[config.mk]
export PLATFORM = sky130hd
export DESIGN_NAME = wb_master_port
export DESIGN_NICKNAME = d
export VERILOG_FILES = /design/src/rtl/wb_pkg.sv /design/src/rtl/wb_byte_lane_swap.sv /design/src/rtl/wb_master_port.sv
export SDC_FILE = /design/constraint.sdc
export NUM_CORES = 1
export LEC_CHECK = 0
export ABC_CLOCK_PERIOD_IN_PS = 2120
export CORE_MARGIN = 10
export CORE_UTILIZATION = 32
export CTS_BUF_LIST = sky130_fd_sc_hd__clkbuf_8
export DETAILED_ROUTE_END_ITERATION = 10
export PLACE_DENSITY = 0.66
export SYNTH_ARGS = -nofsm -noshare
export SYNTH_HDL_FRONTEND = slang
export SYNTH_SLANG_ARGS = --single-unit
[constraint.sdc]
create_clock -name clk_i -period 2.12 [get_ports clk_i]
set_input_delay 0.424 -clock clk_i [delete_from_list [all_inputs] [get_ports clk_i]]
set_output_delay 0.424 -clock clk_i [all_outputs]
set_load 0.03 [all_outputs]
[src/rtl/wb_pkg.sv]
// Shared types and helpers for the Wishbone initiator: FSM states, termination
// kinds with their priority order, and big-endian byte-lane swap functions.
package wb_pkg;

  typedef enum logic [1:0] {
    S_IDLE,
    S_BUS,
    S_BACKOFF,
    S_RESP
  } wb_master_state_t;

  typedef enum logic [1:0] {
    TERM_NONE,
    TERM_ACK,
    TERM_RTY,
    TERM_ERR
  } wb_term_t;

  // Lowest priority in the bottom slot, highest in the top slot.
  localparam logic [5:0] WB_TERM_PRIO = {TERM_ERR, TERM_RTY, TERM_ACK};

  function automatic logic [31:0] wb_swap32(input logic [31:0] d);
    return {d[7:0], d[15:8], d[23:16], d[31:24]};
  endfunction

  function automatic logic [3:0] wb_swap_sel(input logic [3:0] s);
    return {s[0], s[1], s[2], s[3]};
  endfunction

  function automatic wb_term_t wb_resolve_term(input logic err, input logic rty, input logic ack);
    wb_term_t res;
    wb_term_t kind;
    logic     hit;
    res = TERM_NONE;
    for (int i = 0; i < 3; i++) begin
      kind = wb_term_t'(WB_TERM_PRIO[2*i +: 2]);
      case (kind)
        TERM_ERR: hit = err;
        TERM_RTY: hit = rty;
        TERM_ACK: hit = ack;
        default:  hit = 1'b0;
      endcase
      if (hit) res = kind;
    end
    return res;
  endfunction

endpackage

[src/rtl/wb_byte_lane_swap.sv]
// Combinational core <-> big-endian bus lane swap for 32-bit data and 4-bit select.
// Zero latency, no flow control; used on both the write and the read paths.
module wb_byte_lane_swap
  import wb_pkg::*;
(
  input  logic [31:0] dat_i,
  input  logic [3:0]  sel_i,
  output logic [31:0] dat_o,
  output logic [3:0]  sel_o
);

  assign dat_o = wb_swap32(dat_i);
  assign sel_o = wb_swap_sel(sel_i);

endmodule

[src/rtl/wb_master_port.sv]
// Single-outstanding Wishbone classic initiator with retry, timeout and lane swap.
// Ready only in IDLE (one transaction per >=4 cycles); response is a 1-cycle pulse, no backpressure.
module wb_master_port
  import wb_pkg::*;
#(
  parameter int unsigned TIMEOUT_CYCLES = 255,
  parameter int unsigned MAX_RETRIES    = 3
) (
  input  logic        clk_i,
  input  logic        rst_i,
  input  logic        req_valid_i,
  output logic        req_ready_o,
  input  logic [31:0] req_addr_i,
  input  logic        req_we_i,
  input  logic [3:0]  req_be_i,
  input  logic [31:0] req_wdata_i,
  output logic        rsp_valid_o,
  output logic [31:0] rsp_rdata_o,
  output logic        rsp_err_o,
  output logic        rsp_timeout_o,
  output logic        cyc_o,
  output logic        stb_o,
  output logic [31:0] adr_o,
  output logic [3:0]  sel_o,
  output logic [31:0] dat_o,
  output logic        we_o,
  input  logic [31:0] dat_i,
  input  logic        ack_i,
  input  logic        err_i,
  input  logic        rty_i
);

  localparam int TW = $clog2(TIMEOUT_CYCLES + 1);
  localparam int RW = (MAX_RETRIES < 1) ? 1 : $clog2(MAX_RETRIES + 1);

  wb_master_state_t state_q;
  logic [TW-1:0]    timer_q;
  logic [RW-1:0]    retries_q;
  logic             req_ready_q;
  logic             cyc_q;
  logic             we_q;
  logic [31:0]      adr_q;
  logic [3:0]       sel_q;
  logic [31:0]      dat_q;
  logic             rsp_valid_q;
  logic [31:0]      rsp_rdata_q;
  logic             rsp_err_q;
  logic             rsp_timeout_q;

  logic [31:0] wr_dat_d;
  logic [3:0]  wr_sel_d;
  logic [31:0] rd_dat_d;
  logic [3:0]  rd_sel_unused;
  wb_term_t    term_d;

  wb_byte_lane_swap u_wr_swap (
    .dat_i (req_wdata_i),
    .sel_i (req_be_i),
    .dat_o (wr_dat_d),
    .sel_o (wr_sel_d)
  );

  wb_byte_lane_swap u_rd_swap (
    .dat_i (dat_i),
    .sel_i (sel_q),
    .dat_o (rd_dat_d),
    .sel_o (rd_sel_unused)
  );

  assign term_d = wb_resolve_term(err_i, rty_i, ack_i);

  always_ff @(posedge clk_i) begin
    if (rst_i) begin
      state_q       <= S_IDLE;
      timer_q       <= '0;
      retries_q     <= '0;
      req_ready_q   <= 1'b1;
      cyc_q         <= 1'b0;
      we_q          <= 1'b0;
      adr_q         <= '0;
      sel_q         <= '0;
      dat_q         <= '0;
      rsp_valid_q   <= 1'b0;
      rsp_rdata_q   <= '0;
      rsp_err_q     <= 1'b0;
      rsp_timeout_q <= 1'b0;
    end else begin
      rsp_valid_q <= 1'b0;
      case (state_q)
        S_IDLE: begin
          if (req_valid_i) begin
            adr_q       <= req_addr_i;
            we_q        <= req_we_i;
            sel_q       <= wr_sel_d;
            dat_q       <= wr_dat_d;
            retries_q   <= '0;
            timer_q     <= '0;
            cyc_q       <= 1'b1;
            req_ready_q <= 1'b0;
            state_q     <= S_BUS;
          end
        end
        S_BUS: begin
          timer_q <= timer_q + TW'(1);
          // Terminations are checked before the timeout so a late answer still wins.
          case (term_d)
            TERM_ERR: begin
              cyc_q       <= 1'b0;
              rsp_valid_q <= 1'b1;
              rsp_err_q   <= 1'b1;
              rsp_rdata_q <= '0;
              state_q     <= S_RESP;
            end
            TERM_RTY: begin
              cyc_q <= 1'b0;
              if (retries_q < RW'(MAX_RETRIES)) begin
                retries_q <= retries_q + RW'(1);
                state_q   <= S_BACKOFF;
              end else begin
                rsp_valid_q <= 1'b1;
                rsp_err_q   <= 1'b1;
                rsp_rdata_q <= '0;
                state_q     <= S_RESP;
              end
            end
            TERM_ACK: begin
              cyc_q       <= 1'b0;
              rsp_valid_q <= 1'b1;
              rsp_err_q   <= 1'b0;
              rsp_rdata_q <= we_q ? 32'h0 : rd_dat_d;
              state_q     <= S_RESP;
            end
            default: begin
              if (timer_q == TW'(TIMEOUT_CYCLES - 1)) begin
                cyc_q         <= 1'b0;
                rsp_valid_q   <= 1'b1;
                rsp_err_q     <= 1'b1;
                rsp_timeout_q <= 1'b1;
                rsp_rdata_q   <= '0;
                state_q       <= S_RESP;
              end
            end
          endcase
        end
        S_BACKOFF: begin
          timer_q <= '0;
          cyc_q   <= 1'b1;
          state_q <= S_BUS;
        end
        S_RESP: begin
          rsp_err_q     <= 1'b0;
          rsp_timeout_q <= 1'b0;
          rsp_rdata_q   <= '0;
          req_ready_q   <= 1'b1;
          state_q       <= S_IDLE;
        end
        default: state_q <= S_IDLE;
      endcase
    end
  end

  assign req_ready_o   = req_ready_q;
  assign cyc_o         = cyc_q;
  assign stb_o         = cyc_q;
  assign adr_o         = adr_q;
  assign we_o          = we_q;
  assign sel_o         = sel_q;
  assign dat_o         = dat_q;
  assign rsp_valid_o   = rsp_valid_q;
  assign rsp_rdata_o   = rsp_rdata_q;
  assign rsp_err_o     = rsp_err_q;
  assign rsp_timeout_o = rsp_timeout_q;

endmodule

Word level (Yosys, flattened, before mapping)
Cells that the tools add are included.
{ "word_totals": {"regBits": 118, "latchBits": 0, "ramBits": 0, "rom_bits": 0, "mem_count": 0, "inputBits": 107, "wordCells": 83} }
{ "op_classes": {"n_eq_ne": 16, "n_reduce_logical": 16, "n_mux": 34, "n_mul": 0, "addsub": 2, "n_lt_le_gt_ge": 1, "n_shift": 0, "div": 0, "n_bitwise": 1} }
{ "op_table": {"columns": ["operator", "count"], "rows": [
  ["2-to-1 mux 32 bit", 3],
  ["one-hot mux 32 bit (3 select lines)", 1],
  ["one-hot mux 32 bit (2 select lines)", 1],
  ["one-hot mux 8 bit (3 select lines)", 1],
  ["2-to-1 mux 2 bit", 7],
  ["2-to-1 mux 1 bit", 11],
  ["inequality test 2 bit, second input constant", 5],
  ["AND reduction 3 bit", 3],
  ["adder 8 x 1 -> 8 bit, second input constant", 1],
  ["equality test 2 bit, second input constant", 4],
  ["equality test 8 bit, second input constant", 1],
  ["2-to-1 mux 8 bit", 1],
  ["one-hot mux 1 bit (2 select lines)", 4],
  ["one-hot mux 2 bit (2 select lines)", 2],
  ["one-hot mux 2 bit (4 select lines)", 1],
  ["AND reduction 2 bit", 4],
  ["inequality test 3 bit, second input constant", 2],
  ["one-hot mux 1 bit (3 select lines)", 2],
  ["nonzero test 2 bit", 3],
  ["inequality test 5 bit, second input constant", 1],
  ["equality test 2 x 1 -> 1 bit, second input constant", 2],
  ["inequality test 4 bit, second input constant", 1],
  ["AND reduction 4 bit", 1],
  ["OR reduction 2 bit", 2],
  ["other kinds (6)", 6]
]} }

Depth between registers and ports, before layout
{ "logic_depth": {"depth_word": 7, "ltp_mapped": 7, "ltp_nobuf": 6} }

Hierarchy
A second synthesis with hierarchy kept.
{ "unflattened": {"cells_unflattened": 613, "area_unflattened_um2": 5168.7} }
{ "modules_own_cells": {"columns": ["mod", "n_inst", "area_per_inst_um2", "seq_area_each_um2", "cells_each"], "rows": [
  ["wb_master_port", 1, 4628.2, 2362.3, 541],
  ["wb_byte_lane_swap", 2, 270.3, 0.0, 36]
]} }

Worst setup path before layout
OpenSTA, ideal clock, no wires.
{ "synth_path": {"path_kind": "flip-flop to flip-flop", "from": "register we_q (netlist: we_o)", "to": "register rsp_rdata_q[0] (netlist: rsp_rdata_o[0])", "setup_ns": 0.072, "stages_incl_launch_ff": 6, "t_required_ns": 2.048, "t_arrival_ns": 1.561, "path_slack_ns": 0.487, "path_buffers": 1, "path_cell_list": "dfxtp_1 or4b_4 a211oi_4 buf_6 nand2_1 mux2i_1"} }
{ "synth_between": {"elab_chain_cells": 3} }
{ "synth_lines": {"columns": ["element", "line_no", "rtl"], "rows": [
  ["start, declared", "wb_master_port.sv:41", "logic we_q;"],
  ["start signal, assigned", "wb_master_port.sv:93", "we_q <= req_we_i;"],
  ["2-to-1 mux 32 bit", "wb_master_port.sv:130", "rsp_rdata_q <= we_q ? 32'h0 : rd_dat_d;"],
  ["one-hot mux 32 bit (3 select lines)", "wb_master_port.sv:106", "case (term_d)"],
  ["one-hot mux 32 bit (2 select lines)", "wb_master_port.sv:89", "case (state_q)"],
  ["end signal, assigned", "wb_master_port.sv:130", null],
  ["end, declared", "wb_master_port.sv:46", "logic [31:0] rsp_rdata_q;"]
]} }
Every way passes these cells.
A chain may end at the register's enable or synchronous reset.

Worst setup path after layout
{ "layout_path": {"from": "register we_q (netlist: we_o)", "to": "output we_o"} }
{ "layout_lines": {"columns": ["element", "line_no", "rtl"], "rows": [
  ["end, declared", "wb_master_port.sv:26", "output logic we_o,"]
]} }
No word-level cell between the ends.

==> metrics.yaml <==
status: "completed"
p_sw_mw: 1.53
placement.cell_area_um2: 6910
clock_power_share: 0.379
remaining_drc_errors: 0
power.internal_mw: 3.99
buffer_ports.inserted: 213
layout_min_cycle_time_ns: 1.94
timing.final.crit_share: 0.916
syn-num-nets: 655
wl_per_cell_um: 16.2
most_common_library_cell_in_the_layout_ignoring_fill_and_taps: "sky130_fd_sc_hd__clkdlybuf4s50_1"
crit_fanout: 3
cp-startpoint: "we_o"
placement_rows: 43
layout.cells.most_common_list: "sky130_fd_sc_hd__clkdlybuf4s50_1 (212), sky130_fd_sc_hd__nand2_1 (177), sky130_fd_sc_hd__dfxtp_1 (118)"
numCtsBuffers: 17
beginning_of_the_worst_register_to_register_path: "timer_q[0]"
post-cts-setup-buffer-count: 0
holdBufCountCts: 0
synthesis.instances: 545
start_kind: "register"
vdd.ir_drop.worst_uv: 438
maxCapViolations: 0
die_area_um2: 19500
timing.critical_path.cells: "clkdlybuf4s50_1"
wl_final_mm: 15.3
synthesis.yosys.warnings: 0
gp_congestion: 0.815
post-place-cells: 913
power_frac_seq: 0.433
vias: 4437
total_leakage_power_nw: 2.75
synth.ff_latch_count: 118
tritoncts: "done"
ctsRootBufferMaster: "sky130_fd_sc_hd__clkbuf_8"
nFillCells: 1287
combinationalPowerShare: 0.188
cp_data_required_time_ns: 1.70
final-hold-violation-count: 0
first_global_vias: 4490
timing.critical_path.slowest_cell_delay_ns: 0.70
hold_path_depth: 3
die_extent_in_x_um: 140
clock_sinks: 118
finClkSkew_ns: 0.00902
share_of_the_synthesized_area_in_the_top_cell_type: 0.516
grt_pass1_wl_mm: 24.2
route.detailed.vias_per_inst: 4.69
synth_sequential_area_ratio: 0.516
max_slew.worst_pin.slew_ns: 0.516
finalMaxSlewViolations: 0
starting_density_of_the_core: 0.329
timing.fmax_mhz: 515
grt.total_usage: 0.152
synth_area_leaders: "sky130_fd_sc_hd__dfxtp_1 (52%), sky130_fd_sc_hd__nand2_1 (15%), sky130_fd_sc_hd__a21oi_1 (8.7%)"
gr-total-overflow: 0
clk-insertion-delay-late_ns: 0.43
post_cts_resized: 0
post_layout_nonfiller_instances: 946
dr.pass1.iters: 4
estimated_wirelength_of_the_detail_placed_design_mm: 11.4
route.antenna.remaining_nets: 0
cts.reportedPaths.clkPinSlew_ns: 0.07
worst_r2r_path_depth: 7
min-delay-start: "rst_i"
clk_path_buf_depth: 2
critical_path_arrival_ns: 1.52
synth_largest_area_cell: "sky130_fd_sc_hd__dfxtp_1"
io-pin-count: 214
worstHoldPathType: "in2reg"
synth_area_um2: 4580
setup-violations-final: 0
area.growth.synth_to_final_pct: 59.7
post_synth.cell_area_avg_um2: 8.41
drt_iter0_drc: 192
critical_path_depth: 1
power_density_nw_per_um2: 754
cp.buffers_inverters: 1
timing.setup.critical_path_class: "reg2out"
floorplan.die.height_um: 140
proportion_of_layout_cells_with_a_drive_suffix_above_1: 0.0693
critical_path_s_top_delay_family: "buffers and inverters"
core_area_um2: 13900
slowest_stage: "sky130_fd_sc_hd__clkdlybuf4s50_1"
ctsHtreeMaxLevel: 4
critPathCaptureType: "output port"
yosys.cell_types.count: 33
worst_slew_slack_as_a_fraction_of_its_limit: 0.655
stdcell_area_um2: 7320
rsz0062_at_grt: "no"
grt_antenna_before_repair: 1
netSwitchingFraction: 0.276
largest_net_degree_at_the_start_of_global_routing: 71
total_nets_final: 862
==> worst min-delay path: cells and delay by family <==
family,cells,cell delay [ns]
mux,1,0.06
buf+inv,1,0.22
simple gates,1,0.13
==> registers in the layout, summed over array words and instances (netlist names) <==
signal         count
rsp_err_o          1
state_q            2
we_o               1
timer_q            8
rsp_rdata_o       32
cyc_o              1
req_ready_o        1
rsp_timeout_o      1
adr_o             32
dat_o             32
retries_q          2
sel_o              4
rsp_valid_o        1
==> synth_stat cells <==
cell / count
sky130_fd_sc_hd__and3_1: 1
sky130_fd_sc_hd__inv_1: 3
sky130_fd_sc_hd__clkbuf_1: 13
sky130_fd_sc_hd__or4b_4: 1
sky130_fd_sc_hd__ha_1: 3
sky130_fd_sc_hd__o21a_1: 2
sky130_fd_sc_hd__buf_2: 11
sky130_fd_sc_hd__nand3_1: 4
sky130_fd_sc_hd__a21o_1: 1
sky130_fd_sc_hd__nor2_1: 14
sky130_fd_sc_hd__o211ai_1: 2
sky130_fd_sc_hd__nand2_1: 178
sky130_fd_sc_hd__dfxtp_1: 118
sky130_fd_sc_hd__a311oi_1: 3
sky130_fd_sc_hd__nand3b_1: 2
sky130_fd_sc_hd__a21oi_1: 80
sky130_fd_sc_hd__a211oi_1: 4
sky130_fd_sc_hd__nand4_1: 1
sky130_fd_sc_hd__o21ai_0: 7
sky130_fd_sc_hd__or4_1: 1
sky130_fd_sc_hd__nand2b_1: 34
sky130_fd_sc_hd__nor2b_1: 2
sky130_fd_sc_hd__nor3b_2: 1
sky130_fd_sc_hd__o211ai_2: 1
sky130_fd_sc_hd__a211oi_4: 1
sky130_fd_sc_hd__a31oi_1: 3
sky130_fd_sc_hd__nor3_1: 4
sky130_fd_sc_hd__nor3b_1: 1
sky130_fd_sc_hd__buf_1: 8
sky130_fd_sc_hd__o21bai_1: 1
sky130_fd_sc_hd__buf_4: 4
sky130_fd_sc_hd__mux2i_1: 33
sky130_fd_sc_hd__buf_6: 3
==> logic make-up after synthesis <==
family | Yosys count | share of synthesized area
AO/OA/AOI/OAI | 105 | 0.128
multiplexers | 33 | 0.0721
flip-flops | 118 | 0.516
adder cells (fa/ha/maj) | 3 | 0.00819
buffers and inverters | 42 | 0.0456
AND/OR/NAND/NOR | 244 | 0.230
==> power groups by stage <==
stage	combinational [mW]	sequential [mW]	clock [mW]
finish	1.03	2.39	2.09
global route	1.11	2.40	2.26
CTS	1.05	2.39	2.15
detailed placement	1.05	2.44	0
global placement	1.03	2.43	0
floorplan	0.336	2.63	0
==> routing by layer <==
layer,up-vias,GRT usage,part of all wire
li1,2207,-,-
met4,0,0.0658,0.024
met3,25,0.0653,0.084
met1,2051,0.165,0.39
met2,154,0.253,0.50
met5,-,0,0
==> layout make-up <==
class / count / area, um^2 / area share
inverters: 3 / 11.3 / 0.00154
repair buffers: 227 / 2280 / 0.312
multi-input cells: 385 / 2030 / 0.277
clock inverters: 14 / 159 / 0.0217
clock buffers: 18 / 248 / 0.0338
flip-flops and latches: 118 / 2360 / 0.323
diodes: 1 / 2.50 / 0.000342
well taps: 180 / 225 / 0.0308
==> worst paths after layout <==
path                    end  slack [ns]
max                    we_o        0.18
min reg2reg        adr_o[9]        0.45
min          rsp_rdata_o[3]        0.45
max reg2reg  rsp_rdata_o[8]        0.42
==> metrics by stage <==
step                power [mW]  TNS (ns)  hold slack, ns  setup WS (ns)   util
finish                    5.52         0           0.451          0.178  0.525
global route              5.77         0           0.441          0.111  0.525
CTS                       5.59         0           0.417          0.116  0.525
detailed placement        3.49    -0.168           0.446        -0.0344  0.496
global placement          3.46         0           0.442         0.0303  0.496
floorplan                 2.96         0           0.444          0.487      -
(Power assumes the default switching activity.)
